===== config.mk =====
export PLATFORM = sky130hd
export DESIGN_NAME = seg_scan_capture_flat
export DESIGN_NICKNAME = d
export VERILOG_FILES = /design/src/rtl/seg_scan_capture_if.sv /design/src/rtl/seg_scan_capture.sv /design/src/flat_wrapper.sv
export SDC_FILE = /design/constraint.sdc
export NUM_CORES = 1
export LEC_CHECK = 0
export BUFFER_PORTS_ARGS = -buffer_cell sky130_fd_sc_hd__buf_2
export CAP_MARGIN = 10
export CORE_MARGIN = 1
export CORE_UTILIZATION = 50
export CTS_CLUSTER_DIAMETER = 40
export DETAILED_ROUTE_END_ITERATION = 8
export PLACE_DENSITY = 0.64
export SLEW_MARGIN = 20
export SYNTH_ARGS = -nofsm -noshare
export SYNTH_HDL_FRONTEND = slang
export SYNTH_SLANG_ARGS = --single-unit

===== constraint.sdc =====
create_clock -name CLK -period 5.5 [get_ports CLK]
set_input_delay 0.825 -clock CLK [delete_from_list [all_inputs] [get_ports CLK]]
set_output_delay 0.825 -clock CLK [all_outputs]
set_load 0.01 [all_outputs]

===== src/rtl/seg_scan_capture_if.sv =====
// Scanned 7-segment bus and decoded frame outputs.
// master: display/bench side; slave: capture block.
interface seg_scan_capture_if;
  logic [11:0] SEG_IN;
  logic [15:0] VAL;
  logic [3:0]  DP;
  logic        VALID;
  logic        GLYPH_ERR;
  logic        ANODE_ERR;
  logic        STALE;

  modport master (
    output SEG_IN,
    input  VAL, DP, VALID,
    input  GLYPH_ERR, ANODE_ERR, STALE
  );

  modport slave (
    input  SEG_IN,
    output VAL, DP, VALID,
    output GLYPH_ERR, ANODE_ERR, STALE
  );
endinterface


===== src/rtl/seg_scan_capture.sv =====
// Samples a scanned 4-digit 7-segment bus and decodes the shown word.
// SEG_SCAN_CAPTURE_HEX_EN: also accept A..F glyphs as legal.
module seg_scan_capture #(
  parameter int SETTLE  = 4,
  parameter int TIMEOUT = 1_000_000
) (
  input  logic CLK,
  input  logic RESET,
  seg_scan_capture_if.slave bus
);

  localparam int SW = $clog2(TIMEOUT + 1);

  typedef enum logic {COLLECT, PUBLISH} state_e;

  state_e state_q, state_d;

  logic [11:0] sync1_q, s_q, prev_q;
  logic [7:0]  cnt_q, cnt_d;
  logic        chg, settled;

  logic        cap, an_bad;
  logic [1:0]  cap_idx;
  logic [4:0]  dec;

  logic [15:0] buf_q, buf_d;
  logic [3:0]  dpb_q, dpb_d;
  logic [3:0]  seen_q, seen_d;
  logic        ferr_q, ferr_d;

  logic [15:0] val_q;
  logic [3:0]  dp_q;
  logic        gerr_q, aerr_q;
  logic [SW-1:0] stale_q, stale_d;

  logic        load, valid, stale;

  function automatic logic [4:0] glyph(input logic [6:0] p);
    logic [4:0] r;
    case (p)
      7'h40: r = 5'h00;
      7'h79: r = 5'h01;
      7'h24: r = 5'h02;
      7'h30: r = 5'h03;
      7'h19: r = 5'h04;
      7'h12: r = 5'h05;
      7'h02: r = 5'h06;
      7'h78: r = 5'h07;
      7'h00: r = 5'h08;
      7'h10: r = 5'h09;
`ifdef SEG_SCAN_CAPTURE_HEX_EN
      7'h08: r = 5'h0A;
      7'h03: r = 5'h0B;
      7'h46: r = 5'h0C;
      7'h21: r = 5'h0D;
      7'h06: r = 5'h0E;
      7'h0E: r = 5'h0F;
`endif
      default: r = 5'h1F;
    endcase
    return r;
  endfunction

  assign chg     = (s_q != prev_q);
  assign settled = !chg && (cnt_q == 8'(SETTLE - 1));
  assign dec     = glyph(s_q[6:0]);

  always_comb begin
    cnt_d = cnt_q;
    if (chg)
      cnt_d = '0;
    else if (cnt_q != 8'hFF)
      cnt_d = cnt_q + 8'd1;
  end

  always_comb begin
    cap     = 1'b0;
    cap_idx = 2'd0;
    an_bad  = 1'b0;
    if (settled) begin
      unique case (s_q[11:8])
        4'b1111: ;
        4'b1110: begin cap = 1'b1; cap_idx = 2'd0; end
        4'b1101: begin cap = 1'b1; cap_idx = 2'd1; end
        4'b1011: begin cap = 1'b1; cap_idx = 2'd2; end
        4'b0111: begin cap = 1'b1; cap_idx = 2'd3; end
        default: an_bad = 1'b1;
      endcase
    end
  end

  // frame state: register / next-state / outputs
  always_ff @(posedge CLK) begin
    if (RESET) state_q <= COLLECT;
    else       state_q <= state_d;
  end

  always_comb begin
    state_d = state_q;
    unique case (state_q)
      COLLECT: if (seen_q == 4'hF) state_d = PUBLISH;
      PUBLISH: state_d = COLLECT;
      default: state_d = COLLECT;
    endcase
  end

  always_comb begin
    load  = (state_q == COLLECT) && (seen_q == 4'hF);
    valid = (state_q == PUBLISH);
    stale = !valid && (stale_q == SW'(TIMEOUT));
  end

  // the frame buffer restarts on the publish edge, so any capture
  // landing there already belongs to the next frame
  always_comb begin
    buf_d  = buf_q;
    dpb_d  = dpb_q;
    seen_d = load ? 4'h0 : seen_q;
    ferr_d = load ? 1'b0 : ferr_q;
    if (cap) begin
      buf_d[{cap_idx, 2'b00} +: 4] = dec[3:0];
      dpb_d[cap_idx]  = ~s_q[7];
      seen_d[cap_idx] = 1'b1;
      if (dec[4]) ferr_d = 1'b1;
    end
  end

  always_comb begin
    stale_d = stale_q;
    if (valid)
      stale_d = '0;
    else if (stale_q != SW'(TIMEOUT))
      stale_d = stale_q + 1'b1;
  end

  always_ff @(posedge CLK) begin
    if (RESET) begin
      sync1_q <= 12'hFFF;
      s_q     <= 12'hFFF;
      prev_q  <= 12'hFFF;
      cnt_q   <= '0;
      buf_q   <= '0;
      dpb_q   <= '0;
      seen_q  <= '0;
      ferr_q  <= 1'b0;
      val_q   <= '0;
      dp_q    <= '0;
      gerr_q  <= 1'b0;
      aerr_q  <= 1'b0;
      stale_q <= '0;
    end else begin
      sync1_q <= bus.SEG_IN;
      s_q     <= sync1_q;
      prev_q  <= s_q;
      cnt_q   <= cnt_d;
      buf_q   <= buf_d;
      dpb_q   <= dpb_d;
      seen_q  <= seen_d;
      ferr_q  <= ferr_d;
      aerr_q  <= an_bad;
      stale_q <= stale_d;
      if (load) begin
        val_q  <= buf_q;
        dp_q   <= dpb_q;
        gerr_q <= ferr_q;
      end
    end
  end

  assign bus.VAL       = val_q;
  assign bus.DP        = dp_q;
  assign bus.VALID     = valid;
  assign bus.GLYPH_ERR = gerr_q;
  assign bus.ANODE_ERR = aerr_q;
  assign bus.STALE     = stale;

endmodule

===== src/flat_wrapper.sv =====
// flat-port wrapper written by rule: the top's interface ports become plain ports
module seg_scan_capture_flat 
#(
  parameter int SETTLE  = 4,
  parameter int TIMEOUT = 1_000_000
)
  (CLK, RESET, bus_SEG_IN, bus_VAL, bus_DP, bus_VALID, bus_GLYPH_ERR, bus_ANODE_ERR, bus_STALE);
  seg_scan_capture_if bus_i ();
  input  logic CLK;
  input  logic RESET;
  input wire logic [$bits(bus_i.SEG_IN)-1:0] bus_SEG_IN;
  output wire logic [$bits(bus_i.VAL)-1:0] bus_VAL;
  output wire logic [$bits(bus_i.DP)-1:0] bus_DP;
  output wire logic [$bits(bus_i.VALID)-1:0] bus_VALID;
  output wire logic [$bits(bus_i.GLYPH_ERR)-1:0] bus_GLYPH_ERR;
  output wire logic [$bits(bus_i.ANODE_ERR)-1:0] bus_ANODE_ERR;
  output wire logic [$bits(bus_i.STALE)-1:0] bus_STALE;
  assign bus_i.SEG_IN = bus_SEG_IN;
  assign bus_VAL = bus_i.VAL;
  assign bus_DP = bus_i.DP;
  assign bus_VALID = bus_i.VALID;
  assign bus_GLYPH_ERR = bus_i.GLYPH_ERR;
  assign bus_ANODE_ERR = bus_i.ANODE_ERR;
  assign bus_STALE = bus_i.STALE;
  seg_scan_capture #(.SETTLE(SETTLE), .TIMEOUT(TIMEOUT)) u_core (.CLK(CLK), .RESET(RESET), .bus(bus_i));
endmodule

==> results_dict.tcl, run 1 <==
set metrics [dict create \
    status "finished clean" \
    wl_per_cell_um 12.9 \
    firstDrtPassIters 4 \
    drt-met1-wl_um 4240 \
    mostFrequentLayoutCells "dfxtp_1 (112), nand2_1 (63), or2_2 (37), buf_2 (37), nor2_1 (35)" \
    r2r_cells 8 \
    yosysWarnings 0 \
    clkTransAtPathRegs_ns 0.11 \
    die_x_um 101 \
    endpoint_kind "flop" \
    gp_congestion 0.886 \
    wl_um 8640 \
    drive_above_1_share_pct 22.0 \
    overflow 0 \
    clkSinkCount 112 \
    hold_path_class "flop to flop" \
    syn_to_final_growth_pct 7.55 \
    hold_slack_ns 0.414 \
    vdd_drop_max_mv 0.152 \
    ys_top_cells_by_area "dfxtp_1 (46%), nand2_1 (4.9%), or2_2 (4.8%)" \
    met3WireLength_um 220 \
    seq_power_share_pct 60.0 \
    drc 0 \
    clk-insertion-delay-late_ns 0.37 \
    finalCritPeriodShare_pct 60.2 \
    ys_types 59 \
    grt_start_max_net_pins 68 \
    fmax_ghz 0.302 \
    drtAntennaViolNets 0 \
    pwr-share-comb_pct 4.9 \
    tns_ns 0 \
    avgSynthCellArea_um2 9.44 \
    p_per_area_nw_per_um2 266 \
    port_buffers 37 \
    layout.nets 559 \
    hpwl_um 5930 \
    drt_iter0_markers 118 \
    syn_nets 540 \
    grt_use_total_pct 18.6 \
    highest_layer "met4" \
    pin_count 38 \
    finalSetupViolCount 0 \
    netSwitchingFraction_pct 23.5 \
    ctsHoldBuffers 0 \
    via_per_inst 5.13 \
    critical_path_class "flop to flop" \
    synth_area_um2 4870 \
    yosysSeqAreaShare_pct 46.0 \
    rsz0062_at_grt "false" \
    grt_pass1_wl_um 15000 \
    layout_commonest_cell "dfxtp_1" \
    hold_viol_final 0 \
    cp.required_ns 5.80 \
    layout_min_cycle_time_ns 3.31 \
    tritoncts "done" \
    clockRootBuffer "clkbuf_8" \
    dieArea_um2 10100 \
    startpoint_type "flop" \
    pwr-share-clk_pct 35.1 \
    max_slew_margin_pct 32.2 \
    cts_buffers 9 \
    first_global_vias 3263 \
    whs_path_depth 1 \
    synth_edf_count 0 \
    ys_seq_elements 112 \
    vias 3433 \
    ctsResizeCount 0 \
    dieHeight_um 101 \
    internal_power_w 0.00107 \
    switchingPower_w 0.000328 \
    synthCells 516 \
    core_um2 9330 \
    antenna_found_initial 0 \
    synth.top_cell.area_share_pct 46.0 \
    start_util_pct 52.2 \
    worstMarginPinSlew_ns 1.01 \
    maxCapViolCount 0 \
    dr_wl_met2_um 4050 \
    synthFlopType "dfxtp_1" \
    p_leak_nw 2.05 \
    fin_skew_ns 0.0118 \
    drv_slew 0 \
    clockBufferDepth 2 \
    cp.arrival_ns 3.61 \
    htreeDepth 3 \
    postCtsSetupBuffers 0 \
    synthArstFlopShare_pct 0 \
    crit_path_max_fanout 14 \
    num_rows 35 \
    antenna_cells 0 \
    synth_top_area_cell "dfxtp_1" \
]
-- power by group through the flow --
stage                     clock network (W)   logic, W  registers [W]
after floorplan                           0  0.0000659       0.000847
after global placement                    0  0.0000684       0.000854
after detailed placement                  0  0.0000693       0.000855
after CTS                          0.000505  0.0000699       0.000836
after global routing               0.000532  0.0000781       0.000838
final                              0.000488  0.0000688       0.000836
-- synthesized netlist by cell type, types with 4 or more instances --
library cell / instances
xnor2_2: 4
buf_2: 4
buf_6: 8
nand2_1: 63
xor2_1: 15
dfxtp_1: 112
clkbuf_1: 16
nand3_1: 12
o21ai_1: 6
o32ai_1: 6
a21oi_1: 33
nor4b_1: 4
or2_2: 37
a311o_1: 4
nand2b_1: 15
inv_1: 14
and3_1: 9
ha_1: 10
and4_1: 5
nor2_1: 35
nor3_1: 8
o21ai_0: 4
mux2i_1: 9
xnor2_1: 17
nand4_1: 17
-- worst max-delay path, cell delays in order, from the launching register on --
cell and delay, ns:
dfxtp_1 0.52, xnor2_1 0.20, nand4_1 0.19, nor4_4 0.81, nand2_1 0.29, ha_1 0.44
nor4b_1 0.44, nand4_1 0.19, o21ai_1 0.17
-- final timing paths --
kind | start | endpoint | slack (ns)
min reg2reg | u_core.sync1_q[1] | u_core.s_q[1] | 0.41
max reg2reg | u_core.s_q[6] | u_core.buf_q[11] | 2.19
min | u_core.sync1_q[1] | u_core.s_q[1] | 0.41
max | u_core.s_q[6] | u_core.buf_q[11] | 2.19
-- routing by layer --
layer	vias to the layer above	GRT usage (%)
met3	7	3.54
met2	43	32.0
met4	0	5.46
met1	1595	23.7
met5	-	0
li1	1788	-
-- registers in the layout (all words and copies together) (netlist names), 4 cells and up --
register and count:
u_core.dpb_q 4, u_core.s_q 12, u_core.stale_q 20, u_core.prev_q 12, u_core.buf_q 16, u_core.seen_q 4, u_core.cnt_q 8, u_core.bus.VAL 16
u_core.sync1_q 12, u_core.bus.DP 4
-- layout make-up --
| cell class | count | area, um2 |
|---|---|---|
| clock buffer | 10 | 128 |
| clock inverter | 6 | 67.6 |
| fill | 881 | 4090 |
| inverter | 14 | 52.6 |
| multi-input combinational | 359 | 2380 |
| sequential | 112 | 2240 |
| tap | 129 | 161 |
| timing repair buffer | 39 | 204 |
-- kinds of logic (layout without fill, tap and decap cells) --
kind of cell             count (synthesis)  after routing  share of synthesized area (%)
AND/OR/NAND/NOR                        237            237                           28.1
multiplexers                             9              9                           1.85
AO/OA/AOI/OAI                           67             67                           9.38
adder cells (fa/ha/maj)                 10             10                           2.57
flip-flops                             112            112                           46.0
buffers and inverters                   45             69                           5.03
XOR/XNOR                                36             36                           7.09
-- stage by stage --
step	cells	total power, W	area [um2]	util [%]	setup WS, ns
after floorplan	516	0.000913	4870	-	3.07
after global placement	652	0.000923	5030	54.0	2.37
after detailed placement	652	0.000924	5030	54.0	2.25
after CTS	668	0.00141	5230	56.0	2.23
after global routing	669	0.00145	5240	56.2	1.86
final	669	0.00139	5240	56.2	2.19
No activity file was read; power rests on OpenSTA's default activity.
==> run 2: changes to the inputs <==
- ABC_AREA: unset -> 1
- clock period: 5.5 -> 3.2 ns (I/O delays scaled with it)
==> run 2 against run 1 <==
Setup slack lost 1.8 ns. Clock skew grew 0.010 ns. Total power grew 73%. Final cell count grew 21%. Maximum frequency grew 18%. Sequential share of layout area shrank 1.1 points. Die area shrank 0.56%. Area after synthesis shrank 0.57%. Worst hold slack lost 0.12 ns. Combinational power grew 80%. Largest cell class unchanged. Largest power group unchanged.
==> results_dict.tcl, run 2 <==
set metrics [dict create \
    synth_edf_count 0 \
    postCtsSetupBuffers 0 \
    p_per_area_nw_per_um2 449 \
    grt_start_max_net_pins 28 \
    antenna_cells 0 \
    hpwl_um 6760 \
    rr_startpoint "u_core.cnt_q[0]" \
    synth_top_area_cell "dfxtp_1" \
    dieHeight_um 100 \
    ys_seq_elements 112 \
    regMostFlops "u_core.stale_q" \
    synth_area_um2 4840 \
    hold_viol_final 0 \
    cp.arrival_ns 3.10 \
    yosysSeqAreaShare_pct 46.3 \
    p_leak_nw 2.39 \
    drt_iter0_markers 140 \
    crit_slowest_cell "dfxtp_1" \
    layout.nets 702 \
    max_stage_delay_ns 0.39 \
    clockRootBuffer "clkbuf_8" \
    grt_use_total_pct 19.2 \
    largest_reg_flops 20 \
    clkSinkCount 112 \
    cp.required_ns 3.50 \
    vias 3932 \
    ys_top_cells_by_area "dfxtp_1 (46%), nand2_1 (11%), nor2_1 (6.5%)" \
    num_rows 35 \
    grt_pass1_wl_um 15700 \
    start_util_pct 51.9 \
    pwr-share-comb_pct 5.1 \
    finalSetupViolCount 0 \
    crit_family "simple AND/OR/NAND/NOR gates" \
    syn_to_final_growth_pct 11.0 \
    hold_start "bus_SEG_IN[8]" \
    core_um2 9330 \
    yosysWarnings 0 \
    syn_nets 663 \
    drive_above_1_share_pct 19.2 \
    overflow 0 \
    synthFlopType "dfxtp_1" \
    vdd_drop_max_mv 0.225 \
    layout_commonest_cell "nand2_1" \
    tritoncts "done" \
    first_global_vias 3666 \
    endpoint_kind "flop" \
    layout_min_cycle_time_ns 2.80 \
    firstDrtPassIters 4 \
    path_cells "ha_1, inv_1, nor3_4, nor3b_1, inv_1, nor2_1, inv_1, ha_1, clkinv_1, nand2_1, nor2_1, nand2_1, a21oi_2" \
    internal_power_w 0.00183 \
    pwr-share-clk_pct 35.6 \
    dr_wl_met2_um 4460 \
    seq_area_um2 2240 \
    die_x_um 100 \
    max_slew_margin_pct 65.1 \
    cts_buffers 9 \
    avgSynthCellArea_um2 7.58 \
    ctsResizeCount 0 \
    synth.top_cell.area_share_pct 46.3 \
    drt-met1-wl_um 4420 \
    port_buffers 37 \
    crit_path_max_fanout 9 \
    critPathMostFrequentCell "inv_1" \
    netSwitchingFraction_pct 24.2 \
    status "finished clean" \
    clockBufferDepth 2 \
    synthArstFlopShare_pct 0 \
    yosysMostFrequentCell "nand2_1" \
    tns_ns 0 \
    wl_um 9210 \
    pin_count 38 \
    maxCapViolCount 0 \
    drc 0 \
    drtAntennaViolNets 0 \
    highest_layer "met4" \
    switchingPower_w 0.000584 \
    cp-startpoint "u_core.cnt_q[0]" \
    antenna_found_initial 0 \
    hold_path_class "primary input to flop" \
    fmax_ghz 0.357 \
    finalCritPeriodShare_pct 87.6 \
    seq_power_share_pct 59.2 \
    fin_skew_ns 0.0219 \
    dieArea_um2 10100 \
    multi_input_area_um2 2290 \
    synthCells 639 \
    rsz0062_at_grt "false" \
    gp_congestion 0.821 \
    nFillCells 918 \
    path_buf_inv 4 \
    wl_per_cell_um 11.3 \
    critical_path_class "flop to flop" \
    ys_types 36 \
    htreeDepth 3 \
    via_per_inst 4.84 \
    ctsHoldBuffers 0 \
    drv_slew 0 \
    clk-insertion-delay-late_ns 0.37 \
    mostFrequentLayoutCells "nand2_1 (137), dfxtp_1 (112), nor2_1 (84)" \
    startpoint_type "flop" \
    clkTransAtPathRegs_ns 0.11 \
    met3WireLength_um 177 \
    worstMarginPinSlew_ns 0.523 \
    yosys-top-cells-count "nand2_1 (137), dfxtp_1 (112), nor2_1 (84)" \
    fin_util_pct 57.7 \
]
-- run 2: cell count changes after synthesis, sizes merged, moves of 6 or more --
| cell | change |
|---|---|
| a21oi | +14 |
| and3 | -10 |
| buf | -15 |
| inv | +51 |
| mux2i | -9 |
| nand2 | +79 |
| nand2b | -15 |
| nand3 | +11 |
| nor2 | +66 |
| o21ai | +33 |
| o32ai | -6 |
| or2 | -10 |
| xnor2 | -16 |
| xor2 | -9 |
-- run 2: power by group through the flow --
stage / Sequential [W] / Clock [W] / Combinational (W)
3_3_place_gp: 0.00146 / 0 / 0.000123
4_1_cts: 0.00143 / 0.000890 / 0.000126
3_5_place_dp: 0.00146 / 0 / 0.000125
5_1_grt: 0.00143 / 0.000943 / 0.000142
2_1_floorplan: 0.00146 / 0 / 0.0000971
6_report: 0.00143 / 0.000861 / 0.000124
-- run 2: logic make-up (layout without fill, tap and decap cells) --
| logic type | after synthesis | after routing | share of synthesized area (%) |
|---|---|---|---|
| flip-flops | 112 | 112 | 46.3 |
| AND/OR/NAND/NOR | 329 | 329 | 32.5 |
| buffers and inverters | 83 | 127 | 6.43 |
| XOR/XNOR | 11 | 11 | 1.99 |
| adder cells (fa/ha/maj) | 10 | 10 | 2.58 |
| AO/OA/AOI/OAI | 94 | 94 | 10.2 |
-- run 2: path summary, 6_finish.rpt --
path / cells after the start / slack (ns) / to
worst max-delay path: 13 / 0.40 / u_core.buf_q[12]
worst max register to register: 13 / 0.40 / u_core.buf_q[12]
worst min register to register: 1 / 0.42 / u_core.s_q[0]
worst min-delay path: 2 / 0.29 / u_core.sync1_q[8]
-- run 2: cell type report --
cell class                 count  share of cell area (%)
tap                          129                    3.00
timing repair buffer          42                    4.14
clock inverter                 7                    1.47
clock buffer                   9                    2.30
inverter                      69                    4.82
multi-input combinational    444                    42.6
sequential                   112                    41.7
-- run 2: per-stage QoR --
stage          hold WS, ns  power, W  instance area, um2  instances  setup WS (ns)
6_report             0.291   0.00242                5380        812          0.398
5_1_grt              0.278   0.00252                5380        812         0.0730
4_1_cts              0.276   0.00245                5380        812          0.408
3_5_place_dp         0.393   0.00159                5170        796          0.467
3_3_place_gp         0.391   0.00158                5170        796          0.587
2_1_floorplan        0.389   0.00156                4840        639          0.777
-- run 2: worst register-to-register path, stage by stage, from the launching register on --
cell      delay, ns
dfxtp_1        0.39
ha_1           0.23
inv_1          0.12
nor3_4         0.33
nor3b_1        0.29
inv_1          0.09
nor2_1         0.28
inv_1          0.15
ha_1           0.20
clkinv_1       0.20
nand2_1        0.09
nor2_1         0.15
nand2_1        0.09
a21oi_2        0.13
-- run 2: metal layers --
metal	global-route usage, %	vias up
met4	7.25	0
met3	2.79	12
li1	-	2105
met2	34.0	43
met5	0	-
met1	23.7	1772
